File: src/rtl/cpu_pkg.sv
// Shared fetch-side definitions: instruction width, reset/NOP encodings,
// fetch FSM states and a word-alignment helper.
package cpu_pkg;

  localparam int          INS_W        = 32;
  localparam logic [31:0] RESET_PC_DEF = 32'h0000_0000;
  localparam logic [31:0] NOP          = 32'h0000_0000;

  // RUN: normal fetching. DRAIN: waiting out a stale response after a redirect.
  typedef enum logic {
    RUN   = 1'b0,
    DRAIN = 1'b1
  } fetch_state_e;

  // Fetch addresses are always word aligned; low two bits are dropped.
  function automatic logic [31:0] word_align(input logic [31:0] a);
    return {a[31:2], 2'b00};
  endfunction

endpackage

File: src/rtl/fetch_skid_buf.sv
// Two-entry FIFO of {pc_4, ins}. Flush wins over push and pop.
// The caller guarantees no push into a full buffer (unless popping)
// and no pop from an empty buffer.
module fetch_skid_buf
  import cpu_pkg::*;
(
  input  logic                 clk,
  input  logic                 rst,
  input  logic                 flush,
  input  logic                 push,
  input  logic                 pop,
  input  logic [2*INS_W-1:0]   din,
  output logic [2*INS_W-1:0]   head,
  output logic [1:0]           count
);

  logic [2*INS_W-1:0] mem_q [2];
  logic               wr_ptr_q;
  logic               rd_ptr_q;
  logic [1:0]         cnt_q;

  // Storage, pointers and occupancy; flush empties the buffer outright.
  always_ff @(posedge clk or posedge rst) begin
    if (rst) begin
      mem_q[0] <= {32'h0, NOP};
      mem_q[1] <= {32'h0, NOP};
      wr_ptr_q <= 1'b0;
      rd_ptr_q <= 1'b0;
      cnt_q    <= 2'd0;
    end else if (flush) begin
      wr_ptr_q <= 1'b0;
      rd_ptr_q <= 1'b0;
      cnt_q    <= 2'd0;
    end else begin
      if (push) begin
        mem_q[wr_ptr_q] <= din;
        wr_ptr_q        <= ~wr_ptr_q;
      end
      if (pop) begin
        rd_ptr_q <= ~rd_ptr_q;
      end
      cnt_q <= cnt_q + {1'b0, push} - {1'b0, pop};
    end
  end

  assign head  = mem_q[rd_ptr_q];
  assign count = cnt_q;

endmodule

File: src/rtl/if_fetch_unit.sv
// Instruction fetch stage: owns the PC, runs a single-outstanding req/ack
// fetch to instruction memory and presents {pc+4, ins, valid} to IF/ID
// through a 2-entry skid buffer.
//
// Handshake: imem_req_o/imem_addr_o are registered and held stable from the
// cycle req rises until the cycle imem_ack_i is seen high; ack is only legal
// while req is high and completes the transfer on that clock edge. Downstream,
// the head entry is consumed on an edge where ins_valid_o=1, stall_i=0 and
// redirect_i=0.
module if_fetch_unit
  import cpu_pkg::*;
#(
  parameter logic [31:0] RESET_PC = RESET_PC_DEF,
  parameter int          DEPTH    = 2
) (
  input  logic        clk,
  input  logic        rst,
  input  logic        stall_i,
  input  logic        redirect_i,
  input  logic [31:0] redirect_pc_i,
  output logic        imem_req_o,
  output logic [31:0] imem_addr_o,
  input  logic        imem_ack_i,
  input  logic [31:0] imem_rdata_i,
  output logic [31:0] pc_4_o,
  output logic [31:0] ins_o,
  output logic        ins_valid_o,
  output logic        drain_o
);

  fetch_state_e       state_q;
  logic [31:0]        pc_q;
  logic [1:0]         cnt;
  logic [1:0]         cnt_n;
  logic               push;
  logic               pop;
  logic               issue;
  logic [2*INS_W-1:0] head;

  // Stale responses (DRAIN) and redirected ones are never written.
  assign push  = imem_ack_i & (state_q == RUN) & ~redirect_i;
  assign pop   = ins_valid_o & ~stall_i & ~redirect_i;
  assign cnt_n = cnt + {1'b0, push} - {1'b0, pop};

  // A new request may go out when the slot is free (or freeing now) and the
  // buffer will still have room for its response.
  assign issue = (state_q == RUN) & ~redirect_i &
                 (~imem_req_o | imem_ack_i) & (cnt_n <= 2'd1);

  fetch_skid_buf u_skid (
    .clk   (clk),
    .rst   (rst),
    .flush (redirect_i),
    .push  (push),
    .pop   (pop),
    .din   ({imem_addr_o + 32'd4, imem_rdata_i}),
    .head  (head),
    .count (cnt)
  );

  assign pc_4_o      = head[2*INS_W-1:INS_W];
  assign ins_o       = head[INS_W-1:0];
  assign ins_valid_o = (cnt != 2'd0) & (state_q == RUN);
  assign drain_o     = (state_q == DRAIN);

  // Fetch FSM: PC, request/address registers and redirect/drain handling.
  always_ff @(posedge clk or posedge rst) begin
    if (rst) begin
      state_q     <= RUN;
      pc_q        <= RESET_PC;
      imem_req_o  <= 1'b0;
      imem_addr_o <= 32'h0;
    end else begin
      case (state_q)
        RUN: begin
          if (redirect_i) begin
            pc_q <= word_align(redirect_pc_i);
            if (imem_req_o && !imem_ack_i) begin
              // Old request must still complete; hold req/addr and discard it.
              state_q <= DRAIN;
            end else begin
              imem_req_o <= 1'b0;
            end
          end else if (issue) begin
            imem_req_o  <= 1'b1;
            imem_addr_o <= pc_q;
            pc_q        <= pc_q + 32'd4;
          end else if (imem_ack_i) begin
            imem_req_o <= 1'b0;
          end
        end
        DRAIN: begin
          if (redirect_i) begin
            pc_q <= word_align(redirect_pc_i);
          end
          if (imem_ack_i) begin
            imem_req_o <= 1'b0;
            state_q    <= RUN;
          end
        end
        default: state_q <= RUN;
      endcase
    end
  end

  // Protocol and occupancy invariants.
  a_no_ack_without_req: assert property (@(posedge clk) disable iff (rst)
    !(imem_ack_i && !imem_req_o));
  a_req_stable: assert property (@(posedge clk) disable iff (rst)
    (imem_req_o && !imem_ack_i) |=> (imem_req_o && $stable(imem_addr_o)));
  a_cnt_depth: assert property (@(posedge clk) disable iff (rst)
    int'(cnt) <= DEPTH);
  a_cnt_plus_req: assert property (@(posedge clk) disable iff (rst)
    ({1'b0, cnt} + {2'b00, imem_req_o}) <= 3'd2);

endmodule

File: config.mk
export PLATFORM = sky130hd
export DESIGN_NAME = if_fetch_unit
export DESIGN_NICKNAME = d
export VERILOG_FILES = /design/src/rtl/cpu_pkg.sv /design/src/rtl/fetch_skid_buf.sv /design/src/rtl/if_fetch_unit.sv
export SDC_FILE = /design/constraint.sdc
export NUM_CORES = 1
export LEC_CHECK = 0
export BUFFER_PORTS_ARGS = -buffer_cell sky130_fd_sc_hd__buf_2
export CORE_MARGIN = 10
export CORE_UTILIZATION = 40
export CTS_BUF_LIST = sky130_fd_sc_hd__clkbuf_4
export DETAILED_ROUTE_END_ITERATION = 7
export SETUP_SLACK_MARGIN = 0.2
export SLEW_MARGIN = 10
export SYNTH_ARGS = -nofsm -noshare
export SYNTH_HDL_FRONTEND = slang
export SYNTH_HIERARCHICAL = 1
export SYNTH_SLANG_ARGS = --single-unit
File: constraint.sdc
create_clock -name clk -period 7.5 [get_ports clk]
set_clock_uncertainty 0.1 [all_clocks]
set_input_delay 0.375 -clock clk [delete_from_list [all_inputs] [get_ports clk]]
set_output_delay 0.375 -clock clk [all_outputs]
set_load 0.01 [all_outputs]
==> impl_metrics.toml, run 1 <==
[clock_network]
clock_tree.buffer_depth = 2
cts_tree = "done"
ctsHoldBuffers = 62
cts.clk_slew.worst_paths_ns = 0.17
clk_latency_ns = 0.56
h-tree-depth = 4
cts_buffers = 17
ctsResizeCount = 0
cts_sinks = 194
root_buffer = "clkbuf_4"
cts_setup_buffers = 0

[logic_synthesis]
netlist_instances = 799
synth-seq-cells = 194
synth-edff-count = 0
yosysSeqAreaShare_pct = 49.92
async_flop_share_pct = 100.0
syn_area_um2 = 9724
yosysWarningCount = 6
ys_types = 59
synth_area_per_cell_um2 = 12.17
ys.flop_type = "dfrtp_1"

[pwr]
p_comb_share_pct = 35.6
p_seq_share_pct = 48.9
leakage_nw = 5.523
switching_share_pct = 35.72
switchingPower_w = 0.001213
ir_drop_v = 0.0001103
pwr-share-clk_pct = 15.5
powerDensity_nw_per_um2 = 292.6
power.internal_w = 0.002182

[floorplan]
die_y_um = 175.9
start_util_pct = 40.34
die_x_um = 175.9
die_area_um2 = 30950
ios = 168
core_area_um2 = 24110
row_count = 57

[setup_path]
end_kind = "flip-flop"
critical_path_class = "reg2reg"
critPathArrivalTime_ns = 4.45
r2r-end = "pc_q[29]"
critPathLaunchType = "flip-flop"
worstPathMaxFanout = 35
r2r_cells = 9
reg2reg_slack_ns = 3.41
regToRegStartpoint = "drain_o"
cp_data_required_time_ns = 7.86

[sta]
fmax_mhz = 244.6
whs_ns = 0.1255
setup_viol = 0
rsz0062_at_grt = "no"
hold_violations = 0
tns_ns = 0
maxSlewHeadroom_pct = 28.74
worst_pin_slew_ns = 1.061
min_period_ns = 4.089
drv_slew = 0
fin_ws_ns = 3.411
finalCritPeriodShare_pct = 54.51

[flow_run]
cap_viol_max_count = 0

[finish]
fin_nets = 1091
final_design_area_no_fill_um2 = 11600
synthToLayoutAreaGrowth_pct = 19.31
layout_commonest_cell = "dfrtp_1"
drive_above_1_share_pct = 39.22
multi_input_area_um2 = 4541
register_area_um2 = 4856
fillCellCount = 2237
final_cell_mix = "dfrtp_1, buf_2, mux2_2"

[drt]
routed_wl_um = 23910
drt-vias-per-instance = 5.054
wire_per_inst_um = 17.65
drc = 0
first_pass_iters = 5
drt-initial-drc-count = 519
num_vias = 6848
drt.antenna.violating_nets = 0

[global_routing]
gr-total-overflow = 0
antenna_found_initial = 1
gr-usage-all-layers_pct = 15.58
grt_pass1_vias = 7062
grt_pass1_wl_um = 39120
grt_max_degree = 77

[hold_path]
hp-class = "in2reg"
min_path_cells = 4
worst_hold_path.endpoint = "u_skid/rd_ptr_q"
hp-start = "stall_i"

[place]
dp_slack_ns = 3.101
portBuffers = 163
placed_area_um2 = 10720
dp_hpwl_um = 16390
place_congestion = 0.8661

[outcome]
outcome = "finished clean"
-- worst max path at each step --
stage	start	to	slack [ns]	cells past startpoint
global route	drain_o	pc_q[29]	3.16	9
global placement	redirect_i	pc_q[30]	3.19	10
CTS	drain_o	pc_q[29]	3.50	9
detailed placement	redirect_i	pc_q[29]	3.10	10
floorplan	rst	u_skid/count[0]	3.50	1
finish	drain_o	pc_q[29]	3.41	9
-- cell families after synthesis --
logic type / count (synthesis) / synth area share, %
muxes: 195 / 24.87
xor gates and xnor gates: 44 / 4.104
AOI/OAI and AO/OA: 59 / 4.156
adders and majority gates: 5 / 0.6433
and+or+nand+nor: 252 / 12.57
buffers and inverters: 49 / 3.693
DFF: 194 / 49.92
other: 1 / 0.03856
-- critical path: stages, from the launching register on --
cell and delay, ns:
dfrtp_1 0.49, or2_2 0.39, nor3_1 0.51, ha_1 0.26, xor2_1 0.13, xnor2_1 0.87, nand3_1 0.38, buf_4 0.36
o32ai_1 0.38, nor2b_1 0.09
-- metrics by stage --
stage | cells | utilization, % | power, W
after floorplan | 804 | - | 0.002415
after global placement | 1260 | 44.47 | 0.002857
after CTS | 1354 | 48.12 | 0.003450
after global routing | 1355 | 48.13 | 0.003649
after detailed placement | 1260 | 44.47 | 0.002881
final | 1355 | 48.13 | 0.003395
-- sequential cells by signal (all words and copies together), names as in the netlist --
name	cells
u_skid/count	2
imem_addr_o	30
u_skid/rd_ptr_q	1
imem_req_o	1
pc_q	30
u_skid/wr_ptr_q	1
drain_o	1
u_skid/mem_q	128
-- final cells by class --
type                    instances  share of cell area [%]
inverters                      10                  0.3667
clock inverters                15                   1.132
clock buffers                  17                   1.100
multi-input cells             561                   39.14
well taps                     324                   3.494
flip-flops and latches        194                   41.85
diodes                          1                 0.02157
repair buffers                233                   12.90
-- power groups by stage --
| stage | logic [W] | registers (W) | clock network [W] |
|---|---|---|---|
| detailed placement | 0.00120 | 0.00168 | 0 |
| floorplan | 0.000788 | 0.00163 | 0 |
| global route | 0.00133 | 0.00172 | 0.000603 |
| CTS | 0.00123 | 0.00166 | 0.000560 |
| global placement | 0.00119 | 0.00167 | 0 |
| finish | 0.00121 | 0.00166 | 0.000527 |
-- routing by layer --
metal  GRT usage, %  part of all wire (%)
met5              0                     0
met4          3.956                   1.3
met2          24.14                    46
met3          3.972                   5.6
met1          21.32                    48
-- cells in the mapped netlist, types with 4 or more instances --
cell type	count	share of area, %
or4_1	4	0.31
buf_12	6	1.2
nand2_1	120	4.6
nor3_1	9	0.46
nand3_1	24	1.2
o31ai_1	6	0.46
a31oi_1	8	0.51
mux2_4	60	9.3
buf_6	8	0.93
mux2_1	5	0.58
and3_1	12	0.77
nor2b_1	7	0.45
ha_1	5	0.64
buf_2	8	0.41
dfrtp_1	194	50
nor2_1	35	1.4
and2_1	4	0.26
nand4_1	13	0.84
inv_1	10	0.39
a211oi_1	4	0.31
mux2_2	128	15
clkbuf_1	13	0.50
xor2_1	19	1.7
xnor2_1	24	2.2
nor4_1	4	0.26
o21ai_0	20	1.0
and4_1	7	0.63
(Power assumes the default switching activity.)
==> run 2, diff against run 1 <==
==> constraint.sdc (replaced) <==
create_clock -name clk -period 3.4 [get_ports clk]
set_clock_uncertainty 0.1 [all_clocks]
set_input_delay 0.17 -clock clk [delete_from_list [all_inputs] [get_ports clk]]
set_output_delay 0.17 -clock clk [all_outputs]
set_load 0.01 [all_outputs]
==> run 2 against run 1 <==
  * Via count grew 0.38%
  * Cell count up 1.2%
  * Worst hold slack improved by 0.026 ns
  * Fmax is 39% higher
  * Critical path depth is 1 lower
  * Register-to-register slack got worse by 2.9 ns
  * Setup slack got worse by 2.9 ns
  * Count of clock-buffer cells in the layout unchanged
  * Critical path type unchanged
  * Largest cell class unchanged
  * Largest power group unchanged
==> impl_metrics.toml, run 2 (synthesis gave the netlist of run 1 again) <==
[sta]
setup_viol = 0
hold_violations = 0
fin_ws_ns = 0.4657
worst_pin_slew_ns = 0.9011
maxSlewHeadroom_pct = 39.80
min_period_ns = 2.934
rsz0062_at_grt = "no"
fmax_mhz = 340.8
finalCritPeriodShare_pct = 86.30
whs_ns = 0.1514
tns_ns = 0
drv_slew = 0

[setup_path]
end_kind = "flip-flop"
cp-endpoint = "pc_q[14]"
regToRegStartpoint = "drain_o"
critical_path_class = "reg2reg"
r2r_cells = 8
critPathArrivalTime_ns = 3.38
critPathLaunchType = "flip-flop"
worstPathMaxFanout = 8
reg2reg_slack_ns = 0.47
r2r-end = "pc_q[14]"
critPathLaunch = "drain_o"
cp_data_required_time_ns = 3.84

[drt]
first_pass_iters = 5
drt-initial-drc-count = 453
drt.antenna.violating_nets = 0
wire_per_inst_um = 17.62
routed_wl_um = 24150
num_vias = 6874
drc = 0
drt-vias-per-instance = 5.014

[floorplan]
die_x_um = 175.9
core_area_um2 = 24110
start_util_pct = 40.34
die_area_um2 = 30950
die_y_um = 175.9
ios = 168
row_count = 57

[finish]
fin_nets = 1107
final_core_util_pct = 49.35
largest_register_ff_count = 128
layout_commonest_cell = "dfrtp_1"
drive_above_1_share_pct = 39.58
top_regs = "u_skid/mem_q: 128 flops, imem_addr_o: 30 flops, pc_q: 30 flops"
post_layout_nonfiller_instances = 1371
synthToLayoutAreaGrowth_pct = 22.34
final_cell_mix = "dfrtp_1, buf_2, mux2_2"
largest_register = "u_skid/mem_q"

[place]
dp_hpwl_um = 16650
place_congestion = 0.8328
dp_cells = 1266
portBuffers = 163
dp_slack_ns = 0.2435

[global_routing]
grt_max_degree = 65
grt_pass1_vias = 6958
grt_pass1_wl_um = 38830
antenna_found_initial = 1
gr-usage-all-layers_pct = 15.60
gr-total-overflow = 0

[clock_network]
cts_buffers = 17
h-tree-depth = 4
clock_tree.buffer_depth = 2
cts.clk_slew.worst_paths_ns = 0.19
root_buffer = "clkbuf_4"
clk_latency_ns = 0.60
cts_tree = "done"
cts_sinks = 194

[pwr]
ir_drop_v = 0.0002765
leakage_nw = 5.648
powerDensity_nw_per_um2 = 651.9

[flow_run]
cap_viol_max_count = 0

[outcome]
outcome = "finished clean"

[hold_path]
hp-class = "in2async"
[run 2: changes by cell type in the layout (fill, tap and decap cells not counted), sizes merged]
cell | before | now
buf | 171 | 177
clkinvlp | 3 | 2
bufinv | 0 | 3
clkinv | 7 | 5
dlygate4sd3 | 62 | 72
[run 2: repair_timing]
item | 4_1_cts | 5_1_grt
setup endpoints to repair | 0 | 16
hold buffers | 72 | 0
setup buffers | 0 | 0
endpoints found under the hold margin | 170 | 0
resized for setup | 0 | 4
[run 2: area by class of cell]
cell class,instances,area [µm²]
multi-input cells,561,4563
fillers,2200,12210
clock inverters,15,196.4
inverters,10,41.29
clock buffers,17,127.6
diodes,1,2.502
flip-flops and latches,194,4856
repair buffers,249,1704
well taps,324,405.4
[run 2: how the worst min path moves through the flow]
stage | from | slack, ns | endpoint
finish | rst | 0.15 | pc_q[20]
global route | imem_ack_i | 0.17 | drain_o
CTS | rst | 0.14 | pc_q[20]
detailed placement | rst | 0.28 | pc_q[2]
global placement | redirect_pc_i[3] | 0.27 | pc_q[3]
floorplan | redirect_i | 0.14 | u_skid/wr_ptr_q
[run 2: worst max-delay path, stage by stage, from the launching register on]
cell and delay, ns:
dfrtp_1 0.41, or2_2 0.37, nor3_1 0.27, ha_1 0.23
xor2_2 0.28, xnor2_2 0.23, nand3_2 0.23, or4_2 0.58
a31oi_1 0.19
[run 2: where the power goes]
group | internal [W] | switching, W
Sequential | 0.00306 | 0.000611
Clock | 0.000534 | 0.000858
Combinational | 0.00147 | 0.00122
[run 2: layer usage]
metal  GRT usage [%]  vias up  wire length [µm]
met2           24.33      212             11010
met5               0        -                 0
li1                -     3287                 -
met1           20.91     3348             11350
met3           3.714       27              1329
met4           5.193        0               471
[run 2: metrics by stage]
stage / power (W) / instance area [µm²]
5_1_grt: 0.008297 / 11900
2_1_floorplan: 0.005329 / 9747
6_report: 0.007756 / 11900
4_1_cts: 0.007867 / 11870
3_3_place_gp: 0.006315 / 10830
3_5_place_dp: 0.006383 / 10830
==> run 3, diff against run 2 <==
--- a/config.mk
+++ b/config.mk
@@ -10,6 +10,7 @@
 export CORE_UTILIZATION = 40
 export CTS_BUF_LIST = sky130_fd_sc_hd__clkbuf_4
 export DETAILED_ROUTE_END_ITERATION = 7
+export GPL_ROUTABILITY_DRIVEN = 0
 export SETUP_SLACK_MARGIN = 0.2
 export SLEW_MARGIN = 10
 export SYNTH_ARGS = -nofsm -noshare
==> constraint.sdc (replaced) <==
create_clock -name clk -period 3.5 [get_ports clk]
set_clock_uncertainty 0.1 [all_clocks]
set_input_delay 0.175 -clock clk [delete_from_list [all_inputs] [get_ports clk]]
set_output_delay 0.175 -clock clk [all_outputs]
set_load 0.01 [all_outputs]
==> run 3 against run 2 <==
  * Cell area fell by 0.25%
  * Die area unchanged
  * Critical path type unchanged
  * Critical path depth up 1
  * Sequential share of layout area increased by 0.10 points
  * Sequential power down 3%
  * Fmax fell by 4.1%
  * Via count shrank 0.97%
  * Count of clock-buffer cells in the layout up 1
  * Largest power group unchanged
  * Clock power about the same
  * Worst hold slack better by 0.057 ns
==> impl_metrics.toml, run 3 (synthesis gave the netlist of run 1 again) <==
[setup_path]
end_kind = "flip-flop"
cp_cell_sequence = "or2_2 -> nor3_1 -> ha_1 -> xor2_2 -> xnor2_2 -> nand3_1 -> buf_4 -> o311ai_0 -> o21ai_0"
slowest_stage = "dfrtp_1"
r2r_cells = 9
critPathLaunchType = "flip-flop"
r2r-end = "pc_q[15]"
worstPathMaxFanout = 39
slowest_delay_ns = 0.49
critPathArrivalTime_ns = 3.40
critical_path.top_delay_family = "simple AND/OR/NAND/NOR gates"
reg2reg_slack_ns = 0.44
regToRegStartpoint = "drain_o"
critical_path_class = "reg2reg"
cp_data_required_time_ns = 3.84
worst-path-buf-inv = 1

[sta]
min_period_ns = 3.058
worst_pin_slew_ns = 0.8155
whs_ns = 0.2082
finalCritPeriodShare_pct = 87.38
drv_slew = 0
hold_violations = 0
setup_viol = 0
fmax_mhz = 327.0
rsz0062_at_grt = "no"
maxSlewHeadroom_pct = 45.58
tns_ns = 0

[clock_network]
root_buffer = "clkbuf_4"
cts_tree = "done"
cts.clk_slew.worst_paths_ns = 0.17
cts_sinks = 194
cts_buffers = 17
cts_setup_buffers = 0
clock_tree.buffer_depth = 2
h-tree-depth = 4
clk_latency_ns = 0.56

[hold_path]
hp-class = "in2async"

[finish]
final_cell_mix = "dfrtp_1, buf_2, mux2_2"
largest_register_ff_count = 128
largest_register = "u_skid/mem_q"
drive_above_1_share_pct = 39.77
layout_commonest_cell = "dfrtp_1"
fin_nets = 1102
top_regs = "u_skid/mem_q: 128 flops, imem_addr_o: 30 flops, pc_q: 30 flops"
synthToLayoutAreaGrowth_pct = 22.03

[pwr]
switchingPower_w = 0.002586
p_seq_share_pct = 47.0
power.internal_w = 0.004987
leakage_nw = 5.633
powerDensity_nw_per_um2 = 638.2
ir_drop_v = 0.0002677
switching_share_pct = 34.15
p_comb_share_pct = 34.5
pwr-share-clk_pct = 18.4

[floorplan]
core_area_um2 = 24110
ios = 168
die_area_um2 = 30950
die_x_um = 175.9
row_count = 57
die_y_um = 175.9
start_util_pct = 40.34

[global_routing]
gr-total-overflow = 0
antenna_found_initial = 1
grt_pass1_wl_um = 39630
grt_pass1_vias = 7111
gr-usage-all-layers_pct = 15.84
grt_max_degree = 133

[drt]
drt-initial-drc-count = 372
first_pass_iters = 5
drt.antenna.violating_nets = 0
routed_wl_um = 24210
wire_per_inst_um = 17.72
drc = 0
num_vias = 6807
drt-vias-per-instance = 4.983

[place]
portBuffers = 163
dp_hpwl_um = 16670

[flow_run]
cap_viol_max_count = 0

[outcome]
outcome = "finished clean"
[run 3: changes by cell type in the layout (fill, tap and decap cells not counted)]
cell / previous run / this run
nor3_2: 2 / 1
inv_6: 3 / 2
clkinv_4: 4 / 2
buf_12: 5 / 6
clkinvlp_4: 2 / 4
bufinv_16: 3 / 4
dlygate4sd3_1: 72 / 66
inv_8: 3 / 2
clkbuf_4: 17 / 18
nor3_1: 7 / 8
[run 3: how the worst max path moves through the flow]
stage          startpoint       end  slack (ns)  depth (start not counted)
2_1_floorplan     drain_o  pc_q[28]        0.40                         10
3_3_place_gp      drain_o  pc_q[14]        0.36                          8
3_5_place_dp      drain_o  pc_q[14]        0.32                          8
4_1_cts           drain_o  pc_q[14]        0.29                          8
5_1_grt           drain_o  pc_q[15]        0.23                          9
6_report          drain_o  pc_q[15]        0.44                          9
[run 3: per-layer routing]
metal / vias up / wire length (µm) / global-route usage [%] / part of all wire [%]
met2: 196 / 11230 / 25.14 / 46
met3: 20 / 1252 / 3.843 / 5.2
li1: 3281 / - / - / -
met4: 0 / 365 / 3.815 / 1.5
met5: - / 0 / 0 / 0
met1: 3310 / 11350 / 21.36 / 47
[run 3: final cells by class]
cell class | instances | area [µm²]
clock inverter | 14 | 203.9
sequential | 194 | 4856
antenna | 1 | 2.502
timing repair buffer | 244 | 1664
multi-input combinational | 561 | 4558
inverter | 10 | 41.29
clock buffer | 18 | 135.1
fill | 2225 | 12240
tap | 324 | 405.4
[run 3: stage by stage]
step / cell area (µm²) / power, W / utilization (%) / setup WS, ns / instances
final: 11870 / 0.007573 / 49.23 / 0.4418 / 1366
after global routing: 11870 / 0.008103 / 49.23 / 0.2302 / 1366
after CTS: 11850 / 0.007665 / 49.14 / 0.2921 / 1365
after detailed placement: 10850 / 0.006190 / 45.00 / 0.3233 / 1267
after global placement: 10850 / 0.006132 / 45.00 / 0.3592 / 1267
after floorplan: 9747 / 0.005176 / - / 0.4011 / 804
[run 3: power groups by stage]
stage / Sequential [W] / Clock (W) / Combinational, W
after floorplan: 0.00349 / 0 / 0.00169
after global placement: 0.00358 / 0 / 0.00255
after detailed placement: 0.00360 / 0 / 0.00259
after CTS: 0.00356 / 0.00145 / 0.00266
after global routing: 0.00368 / 0.00153 / 0.00289
final: 0.00356 / 0.00140 / 0.00262
[run 3: timing repair]
| action | CTS | global route |
|---|---|---|
| hold endpoints to repair | 266 | 0 |
| hold buffers | 66 | 0 |
| endpoints found under the setup margin | 0 | 10 |
| gates resized for setup | 0 | 3 |
[run 3: worst min-delay path, delay by kind of cell]
family                 cells  cell delay [ns]
buffers and inverters      3             1.25
